[src/rtl/alu_writeback.sv]
// ALU writeback buffer: in-order FIFO of completed ALU operations that retires
// one entry per cycle into the register file and the architectural flag register.
module alu_writeback #(
  parameter int DEPTH = 2
) (
  input  logic        clkout,
  input  logic        reset,
  input  logic        in_valid,
  output logic        in_ready,
  input  logic [31:0] result,
  input  logic [4:0]  flags,
  input  logic [7:0]  opcode,
  input  logic [3:0]  dest,
  input  logic        rf_ready,
  output logic        rf_we,
  output logic [3:0]  rf_waddr,
  output logic [31:0] rf_wdata,
  output logic [4:0]  flag_reg,
  output logic        cin,
  output logic [15:0] retired
);

  localparam int PTR_W = $clog2(DEPTH);
  localparam int CNT_W = PTR_W + 1;

  typedef enum logic [1:0] {
    CLS_DISCARD,
    CLS_WRITE,
    CLS_WRITE_FLAGS
  } op_class_e;

  typedef struct packed {
    logic [31:0] res;
    logic [4:0]  fl;
    logic [7:0]  op;
    logic [3:0]  dst;
  } entry_t;

  function automatic op_class_e classify(input logic [7:0] op);
    op_class_e cls;
    cls = CLS_DISCARD;
    if (op >= 8'd1 && op <= 8'd31) begin
      cls = CLS_WRITE_FLAGS;
    end else if (op == 8'd32 || op == 8'd34 || op == 8'd42 || op == 8'd47) begin
      cls = CLS_WRITE;
    end
    return cls;
  endfunction

  entry_t           mem_q [DEPTH];
  logic [PTR_W-1:0] wr_ptr_q, wr_ptr_d;
  logic [PTR_W-1:0] rd_ptr_q, rd_ptr_d;
  logic [CNT_W-1:0] occ_q, occ_d;
  logic [4:0]       flag_reg_q, flag_reg_d;
  logic [15:0]      retired_q, retired_d;

  entry_t    head;
  op_class_e head_cls;
  logic      retire;
  logic      accept;

  always_comb begin
    head     = mem_q[rd_ptr_q];
    head_cls = classify(head.op);
    // Reset suppresses retirement so buffered entries are dropped without a write.
    retire   = !reset && (occ_q != '0) && (rf_ready || head_cls == CLS_DISCARD);
    in_ready = (occ_q < CNT_W'(DEPTH)) || retire;
    accept   = in_valid && in_ready;
    rf_we    = retire && (head_cls != CLS_DISCARD);
    rf_waddr = rf_we ? head.dst : '0;
    rf_wdata = rf_we ? head.res : '0;
  end

  always_comb begin
    wr_ptr_d   = wr_ptr_q;
    rd_ptr_d   = rd_ptr_q;
    occ_d      = occ_q;
    flag_reg_d = flag_reg_q;
    retired_d  = retired_q;
    if (accept) begin
      wr_ptr_d = (wr_ptr_q == PTR_W'(DEPTH - 1)) ? '0 : wr_ptr_q + 1'b1;
    end
    if (retire) begin
      rd_ptr_d  = (rd_ptr_q == PTR_W'(DEPTH - 1)) ? '0 : rd_ptr_q + 1'b1;
      retired_d = retired_q + 16'd1;
      if (head_cls == CLS_WRITE_FLAGS) begin
        flag_reg_d = head.fl;
      end
    end
    if (accept && !retire) begin
      occ_d = occ_q + 1'b1;
    end else if (retire && !accept) begin
      occ_d = occ_q - 1'b1;
    end
  end

  always_ff @(posedge clkout) begin
    if (reset) begin
      wr_ptr_q   <= '0;
      rd_ptr_q   <= '0;
      occ_q      <= '0;
      flag_reg_q <= '0;
      retired_q  <= '0;
    end else begin
      wr_ptr_q   <= wr_ptr_d;
      rd_ptr_q   <= rd_ptr_d;
      occ_q      <= occ_d;
      flag_reg_q <= flag_reg_d;
      retired_q  <= retired_d;
    end
  end

  always_ff @(posedge clkout) begin
    if (accept) begin
      mem_q[wr_ptr_q] <= '{res: result, fl: flags, op: opcode, dst: dest};
    end
  end

  assign flag_reg = flag_reg_q;
  assign cin      = flag_reg_q[0];
  assign retired  = retired_q;

endmodule

[config.mk]
export PLATFORM = sky130hd
export DESIGN_NAME = alu_writeback
export DESIGN_NICKNAME = d
export VERILOG_FILES = /design/src/rtl/alu_writeback.sv
export SDC_FILE = /design/constraint.sdc
export NUM_CORES = 1
export LEC_CHECK = 0
export CORE_MARGIN = 1.5
export CORE_UTILIZATION = 25
export DETAILED_ROUTE_END_ITERATION = 10
export GPL_TIMING_DRIVEN = 1
export SKIP_CTS_REPAIR_TIMING = 1
export SYNTH_ARGS = -nofsm -noshare
export SYNTH_HDL_FRONTEND = slang
export SYNTH_SLANG_ARGS = --single-unit
[constraint.sdc]
create_clock -name clkout -period 8.4 [get_ports clkout]
set_input_delay 0.84 -clock clkout [delete_from_list [all_inputs] [get_ports clkout]]
set_output_delay 0.84 -clock clkout [all_outputs]
set_load 0.005 [all_outputs]
* After elaboration in Yosys (flattened, before gate mapping)
Memory sizes are Yosys's and may differ from the RTL's. A register that Yosys moved wholly into a read port is not among the register bits.
Index checks and enable logic that the tools add are counted.
** Operators by class
- $add $sub $neg :: 5
- $lt $le $gt $ge :: 3
- Equality and inequality tests :: 5
- Mux-type cells :: 12
- Reduce and logical (&&, ||, !) cells :: 20
** Operator list (number)
- equality test 8 x 6 -> 1 bit (second input constant) :: 4
- two-way mux 32 bit :: 1
- adder 16 x 1 -> 16 bit (second input constant) :: 1
- greater-or-equal comparator 8 x 1 -> 1 bit (second input constant) :: 1
- <= comparator 8 x 5 -> 1 bit (second input constant) :: 1
- logical AND 1 bit :: 7
- two-way mux 1 bit :: 7
- two-way mux 2 bit :: 3
- nonzero test 2 bit :: 3
- logical OR 1 bit :: 5
- two-way mux 4 bit :: 1
- zero test 1 bit :: 3
- adder 1 bit (second input constant) :: 2
- adder 2 x 1 -> 2 bit (second input constant) :: 1
- equality test 2 bit (second input constant) :: 1
- zero test 2 bit :: 1
- less-than comparator 2 bit (second input constant) :: 1
- AND reduction 2 bit :: 1
- subtractor 2 x 1 -> 2 bit (second input constant) :: 1
** Word-level totals
- Bits in registers :: 25
- RAM bits :: 98
- Input bits :: 53
- Output and inout bits :: 60
- Word-level logic and storage cells :: 51
- Memories :: 1
** Memory list
- mem_q :: words 2, bits a word 49, rd ports 1, clocked after Yosys merged registers in 1, write ports 1, line 50 : entry_t mem_q [DEPTH];

* Longest topological paths before layout
- Depth after elaboration :: 15
- Gate-level depth with buffers :: 12
- Mapped depth without buffers :: 11

* Least setup slack after synthesis
Ideal clock, no wire load.
- Path kind :: input to register
- From :: input port reset
- To :: memory mem_q[1][0] (netlist name), enable pin
- Library setup time :: 412 ps
- Arrival time :: 2858 ps
- Data required time :: 7988 ps
- Slack :: 5130 ps
- Cell stages on the path :: 6
- Buffers on the path :: 0
- Path through :: nor2_1 > o31ai_4 > nor2_2 > inv_2 > nand2_1 > and3_1
** On the way
- Longest elaborated chain between the ends :: 7
** RTL lines
- start, declared :: line 7 : input logic reset,
- zero test 1 bit :: line 66 : retire = !reset && (occ_q != '0) && (rf_ready || head_cls == CLS_DISCARD);
- logical AND 1 bit (2 in a row) :: line 66
- logical OR 1 bit :: line 67 : in_ready = (occ_q < CNT_W'(DEPTH)) || retire;
- net in_ready :: line 9 : output logic in_ready,
- logical AND 1 bit :: line 68 : accept = in_valid && in_ready;
- two-way mux 1 bit :: line 114 : if (accept) begin
- two-way mux 1 bit (implied by the code) :: line 115 : mem_q[wr_ptr_q] <= '{res: result, fl: flags, op: opcode, dst: dest};
- end, declared :: line 50
The timed path passes the listed nets, and every way through them passes these cells.

==> results.cfg <==
[run_status]
outcome = finished, final reports clean

[synth]
ys.flop_type = edfxtp_1
synth_cell_types = 46
postSynthCellCount = 352
ys_seq_area_share_pct = 69.8
syn_area_um2 = 4960
avgSynthCellArea_um2 = 14.1
async_reset_ff_share_pct = 0
synth-warning-count = 0
synth_fp_nets = 407
synth_edf_count = 98
ys_ff_latch = 124

[clock_tree]
htreeDepth = 4
clockBufferDepth = 2
clk_latency_ps = 410
clk_pin_slew_ps = 60
cts_tree = done
cts_sinks = 124
cts-root-buf = clkbuf_16
cts_inserted_buffers = 17

[timing]
drv_slew = 0
period_share_pct = 49.8
clock_skew_ps = 8.34
fmax_mhz = 239
setup_viol = 0
rsz0062_at_grt = false
tns_ps = 0
setup_ws_ps = 4210
hold_viol_final = 0
slew_headroom_pct = 44.2
period_minus_slack_ps = 4190
tightestPinTransition_ps = 837

[finish]
nFillCells = 1878
largest_reg_flops = 98
fin_nets = 528
area_delta_synth_final_pct = 40.8
antenna_cells = 0
drive_gt1_share_pct = 10.5
fin_cells = 750

[job]
cap_violations = 0

[global_routing]
grt_pass1_vias = 3372
antenna_found_initial = 0
grt_max_degree = 50
grt_overflow = 0
track_usage_pct = 10.9
grt_pass1_wl_um = 17000

[drt]
via_count = 3188
antenna_left = 0
first_iter_violations = 137
wire_per_inst_um = 14.2
drcViolationCount = 0
dr.pass1.iters = 4
drt_wl_total_um = 10600
vias_per_cell = 4.25

[worst_setup_path]
crit_buf_inv = 3
critPathMaxFanout = 48
crit_chain = buf_4 > nor2b_1 > o2111ai_1 > a21oi_1 > nor2_1 > or2_1 > buf_4 > nor2_1 > clkdlybuf4s50_1
slowest_stage = buf_4
crit_required_ps = 7560
critical_path.max_stage_delay_ps = 650
end_kind = output pin
critical-path-top-delay-family = buffers and inverters
cp-start-kind = flip-flop
crit_type = reg2out
crit_arrival_ps = 3350

[floorplanning]
coreArea_um2 = 19500
rows = 51
die_h_um = 144
dieArea_um2 = 20700
die_w_um = 144
io-pin-count = 113
initial_core_util_pct = 25.5

[place]
dp_hpwl_um = 6840
dpl.cell_count = 719
gp_congestion = 0.788
dp_slack_ps = 4500
numPortBuffers = 112

[min_path]
hp-class = reg2reg

[power]
powerDensity_nw_per_um2 = 252
max-vdd-ir-drop_v = 0.000130
p_leak_nw = 2.29
p_total_w = 0.00176
[layer usage]
metal | global-route usage [%] | part of all wire (%)
met1 | 12.7 | 44
met2 | 18.0 | 48
met3 | 4.33 | 6.2
met4 | 4.30 | 1.5
met5 | 0 | 0
[worst register-to-register path, stage by stage, from the launching register on]
cell,delay (ps)
dfxtp_2,310
buf_4,650
nor2b_1,280
o2111ai_1,220
a211oi_4,530
nor2_2,180
inv_2,120
nand2_1,130
and2_1,200
ha_1,310
or3_1,360
a21oi_1,170
[worst paths after layout]
check / from / slack, ps / depth (start not counted) / to
hold / removal: flag_reg[3]$_SDFFE_PP0P_ / 510 / 2 / flag_reg[3]$_SDFFE_PP0P_
setup / recovery: flip-flop / 4210 / 9 / rf_wdata[12]
hold reg to reg: flag_reg[3]$_SDFFE_PP0P_ / 510 / 2 / flag_reg[3]$_SDFFE_PP0P_
setup reg to reg: flip-flop / 4860 / 11 / occ_q[1]$_SDFFE_PP0P_
[cells in the mapped netlist (2+ instances only)]
library cell	count	area share [%]
buf_1	6	0.45
dfxtp_1	26	10
mux2i_1	43	8.7
buf_4	2	0.30
and3_1	6	0.76
nand2_1	6	0.45
nand3_1	6	0.61
inv_1	8	0.61
nor4_1	3	0.38
o21ai_0	3	0.30
edfxtp_1	98	59
xnor2_1	6	1.1
mux2_4	2	0.61
nor4_4	2	0.86
a31o_1	4	0.71
nand4_1	7	0.88
nor2b_1	5	0.63
nor3_1	4	0.40
nor2_1	63	4.8
a21oi_1	7	0.71
clkbuf_1	6	0.45
nand2b_1	5	0.63
xor2_1	2	0.35
and2_1	4	0.50
ha_1	2	0.50
a211oi_1	5	0.76
nor3_2	2	0.40
[cell type report]
cell class / instances / area, um2 / area share, %
clock buffer: 17 / 425 / 6.09
clock inverter: 14 / 173 / 2.47
inverter: 9 / 33.8 / 0.483
multi-input combinational: 204 / 1400 / 20.1
sequential: 124 / 3460 / 49.6
tap: 265 / 332 / 4.74
timing repair buffer: 117 / 1160 / 16.6
[cells by family (layout without fill, tap and decap cells)]
group	Yosys count	count (layout)	synth area share (%)
fa+ha+maj	2	2	0.504
xor+xnor	8	8	1.41
flops	124	124	69.8
simple gates	120	120	12.4
buf+inv	24	157	1.99
mux	47	47	9.73
compound gates	27	27	4.21
[metrics by stage]
| step | hold WS (ps) | area [um2] | util [%] |
|---|---|---|---|
| detailed placement | 499 | 6390 | 32.8 |
| finish | 509 | 6990 | 35.9 |
| global placement | 478 | 6390 | 32.8 |
| global route | 540 | 6990 | 35.9 |
| floorplan | 472 | 4960 | - |
| CTS | 513 | 6990 | 35.9 |
[cell usage in the layout, fill, tap and decap left out, types with 3 or more instances in the layout]
master           Yosys  routed
nand2b_1             5       5
dfxtp_1             26      25
nor2b_1              5       5
xnor2_1              6       6
clkinv_2             0       3
and2_1               4       4
bufinv_16            0       3
edfxtp_1            98      98
nor3_1               4       4
inv_1                8       8
nand3_1              6       6
nor4_1               3       3
buf_4                2       5
a211oi_1             5       5
nor2_1              63      63
nand4_1              7       7
mux2i_1             43      43
and3_1               6       5
a21oi_1              7       7
nand2_1              6       6
clkbuf_16            0      17
clkinv_4             0       5
a31o_1               4       4
clkdlybuf4s50_1      0     112
o21ai_0              3       3
[power breakdown]
| part | internal, W | total (W) | switching [W] | leakage (nW) |
|---|---|---|---|---|
| clock | 0.000466 | 0.000739 | 0.000273 | 0.289 |
| combinational | 0.000117 | 0.000266 | 0.000149 | 0.876 |
| sequential | 0.000733 | 0.000758 | 0.0000248 | 1.13 |
| total | 0.00132 | 0.00176 | 0.000446 | 2.29 |
Note: power is estimated with default switching activity, not from simulation.
==> RTL edit 1 (config.mk and constraints unchanged) <==
Reset style: asynchronous (`reset`), changed in one clocked block.
--- a/src/rtl/alu_writeback.sv
+++ b/src/rtl/alu_writeback.sv
@@ -95,5 +95,5 @@
   end
 
-  always_ff @(posedge clkout) begin
+  always_ff @(posedge clkout or posedge reset) begin
     if (reset) begin
       wr_ptr_q   <= '0;
Behaviour: differs if reset is asserted again (counterexample within 4 cycles, from zero or initial values and one cycle with reset high); with reset held inactive, the same outputs for 4 cycles.
==> RTL edit 1 against the original RTL <==
- core utilization increased by 0.53 points
- setup slack got worse by 0.19 ns
- critical path type unchanged
- sequential cell count decreased by 1
- count of clock-buffer cells in the layout increased by 1
- combinational power increased by 86%
- final cell count decreased by 5.9%
- final area decreased by 1.8%
- wire length decreased by 3.7%
- total power increased by 20%
- synthesized area decreased by 2.4%
- non-clock buffer count decreased by 2
==> RTL edit 1: results <==
export IMPL_max_stage_delay_ns=0.63
export IMPL_critPathArrivalTime_ns=3.54
export IMPL_clock_skew_ns=0.0117
export IMPL_grt_first_pass_wirelength_um=16500
export IMPL_p_int_w=0.00152
export IMPL_wirelength_um=10300
export IMPL_synthMuxAreaShare_pct=8.71
export IMPL_clk_latency_ns=0.41
export IMPL_crit_start="rd_ptr_q"
export IMPL_cp_endpoint="rf_wdata[22]"
export IMPL_n_fill_cell=1814
export IMPL_route_met2_wl_um=4980
export IMPL_grt_max_degree=43
export IMPL_antenna_found_initial=1
export IMPL_wl_met1_um=4350
export IMPL_placed_area_um2=6260
export IMPL_holdPathStages=1
export IMPL_grtUsageMet3_pct=5.05
export IMPL_grt_pass1_vias=3109
export IMPL_hp_start="retired[15]"
export IMPL_grt_util_met1_pct=12.2
export IMPL_grtUsageTotal_pct=10.9
export IMPL_sequentialPowerShare_pct=42.0
export IMPL_place_congestion=0.739
export IMPL_whs_endpoint="retired[15]"
export IMPL_p_leak_nw=2.51
export IMPL_post_dp_hpwl_um=6870
export IMPL_ys_top_cells_by_count="edfxtp_1, nor2_1, mux2i_1"
export IMPL_yosys_top_cells_area="edfxtp_1, dfrtp_1, mux2i_1, nor2_1, xnor2_1"
export IMPL_seq_area_frac_synth_pct=73.7
export IMPL_synth_distinct_cells=36
export IMPL_irDropWorstVdd_uv=147
export IMPL_fin_nets=488
export IMPL_async_reset_ff_share_pct=20.3
export IMPL_dr_wl_met3_um=809
export IMPL_r2r_slack_ns=4.95
export IMPL_worstRegToRegCells=8
export IMPL_outcome="finished, final reports clean"
export IMPL_r2r_end="mem_q[1][10]"
export IMPL_crit_fanout=42
export IMPL_power_w=0.00212
export IMPL_max_slew_margin_pct=27.2
export IMPL_synth_adder_area_share_pct=0.517
export IMPL_synth_nets=367
export IMPL_synth_xor_area_share_pct=3.62
RTL edit 1: changes by cell type after synthesis, sizes merged, moves of 5 or more:
cell / before / now
xnor2: 6 / 14
dfrtp: 0 / 25
dfxtp: 26 / 0
a211oi: 6 / 0
nor2b: 5 / 0
nor2: 64 / 49
RTL edit 1: per-stage QoR:
| step | instances | setup WS (ns) |
|---|---|---|
| detailed placement | 674 | 4.37 |
| CTS | 705 | 3.91 |
| global route | 705 | 3.76 |
| finish | 706 | 4.02 |
| global placement | 674 | 4.47 |
| floorplan | 312 | 4.40 |
RTL edit 1: layout make-up:
cell class / instances / area (um^2) / share of cell area [%]
inverter: 5 / 21.3 / 0.310
timing repair buffer: 115 / 1140 / 16.7
clock buffer: 18 / 429 / 6.25
clock inverter: 13 / 169 / 2.46
tap: 260 / 325 / 4.74
antenna: 1 / 2.50 / 0.0365
sequential: 123 / 3570 / 52.0
multi-input combinational: 171 / 1200 / 17.5
==> RTL edit 2 (config.mk and constraints unchanged) <==
Without the edit above. Set the parameter `DEPTH` to 4 (it was 2).
--- a/src/rtl/alu_writeback.sv
+++ b/src/rtl/alu_writeback.sv
@@ -2,5 +2,5 @@
 // one entry per cycle into the register file and the architectural flag register.
 module alu_writeback #(
-  parameter int DEPTH = 2
+  parameter int DEPTH = 4
 ) (
   input  logic        clkout,
Formal check against the unedited RTL: not equivalent (a bounded check fails within 4 cycles, from zero or initial values and one cycle with reset high).
==> RTL edit 2 against the original RTL <==
- via count is 46% higher
- count of clock-buffer cells in the layout is 13 higher
- total power is 75% higher
- clock power is 50% higher
- register-to-register slack worse by 0.82 ns
- sequential cell count is 102 higher
- setup slack worse by 0.66 ns
- core utilization is 3.2 points lower
- final area is 62% higher
- fmax is 14% lower
- wire length is 80% higher
- synthesized cell count is 35% higher
- synthesized area is 78% higher
- critical path type unchanged
==> RTL edit 2: results <==
export IMPL_r2r_slack_ns=4.04
export IMPL_ys_top_cells_by_count="edfxtp_1, mux4_2, nor2b_1"
export IMPL_p_leak_nw=3.60
export IMPL_portBuffers=112
export IMPL_yosysWarnings=0
export IMPL_numCtsBuffers=24
export IMPL_seq_area_frac_synth_pct=73.3
export IMPL_clockBufferDepth=3
export IMPL_diodes=0
export IMPL_fin_nets=661
export IMPL_wire_per_inst_um=17.8
export IMPL_grt_max_degree=50
export IMPL_placed_area_um2=10500
export IMPL_hp_start="rd_ptr_q[1]"
export IMPL_synth_nets=535
export IMPL_fin_cells=1073
export IMPL_crit_slowest_cell="clkdlybuf4s50_1"
export IMPL_r2r_end="occ_q[2]"
export IMPL_drt_pre_antenna_iters=5
export IMPL_vias=4639
export IMPL_multiInputGateArea_um2=2240
export IMPL_critPathLaunchType="flop"
export IMPL_cp_endpoint="in_ready"
export IMPL_grtUsageTotal_pct=10.6
export IMPL_async_reset_ff_share_pct=0
export IMPL_crit_family="simple AND/OR/NAND/NOR gates"
export IMPL_drive_above_1_share_pct=17.2
export IMPL_outcome="finished, final reports clean"
export IMPL_yosys_top_cells_area="edfxtp_1, mux4_2, dfxtp_1, nor2b_1, mux2i_1"
export IMPL_place_congestion=0.700
export IMPL_post_dp_hpwl_um=11600
export IMPL_worstRegToRegCells=13
export IMPL_hold_path_class="reg2reg"
export IMPL_initialDrtViolationCount=230
export IMPL_max_slew_margin_pct=41.6
export IMPL_cts_htree_levels=1
export IMPL_grt_first_pass_wirelength_um=29300
export IMPL_grt_pass1_vias=4872
export IMPL_irDropWorstVdd_uv=204
export IMPL_dpl_cell_count=1029
export IMPL_fin_crit_ns=4.84
export IMPL_cts_root_buf="clkbuf_16"
export IMPL_synth_ff_type="edfxtp_1"
export IMPL_max_stage_delay_ns=0.61
export IMPL_clk_latency_ns=0.52
export IMPL_largest_reg_flops=196
export IMPL_worst_hold_slack_ns=0.464
export IMPL_antenna_found_initial=0
export IMPL_critPathArrivalTime_ns=4.00
export IMPL_holdPathStages=2
export IMPL_crit_fanout=48
export IMPL_clock_skew_ns=0.0174
export IMPL_clk_pin_slew_ns=0.06
export IMPL_avgSynthCellArea_um2=18.7
export IMPL_n_fill_cell=3385
export IMPL_synth_edff_count=196
export IMPL_synth_distinct_cells=47
==> RTL edit 2: metal layers <==
metal	wire, um	GRT usage, %	up-vias
met1	8800	14.2	2352
li1	-	-	2142
met4	326	2.10	0
met5	0	0	-
met2	8960	17.5	120
met3	1060	2.31	25
==> RTL edit 2: area by class of cell <==
cell class                 count  area share (%)
tap                          455            5.02
clock buffer                  30            5.49
inverter                      10           0.331
sequential                   226            57.2
multi-input combinational    218            19.8
timing repair buffer         120            10.4
clock inverter                14            1.79
==> RTL edit 2: cells by family after synthesis <==
group / after synthesis / share of synthesized area, %
AOI/OAI and AO/OA: 32 / 2.72
xor gates and xnor gates: 2 / 0.198
adders and majority gates: 8 / 1.22
buffers and inverters: 30 / 1.50
DFF: 226 / 73.3
muxes: 61 / 13.8
and+or+nand+nor: 115 / 7.29
==> RTL edit 2: report_power, final <==
part	internal, W	total [W]	switching [W]
sequential	0.00131	0.00135	0.0000442
clock	0.000680	0.00111	0.000425
combinational	0.000319	0.000621	0.000302
total	0.00231	0.00308	0.000772
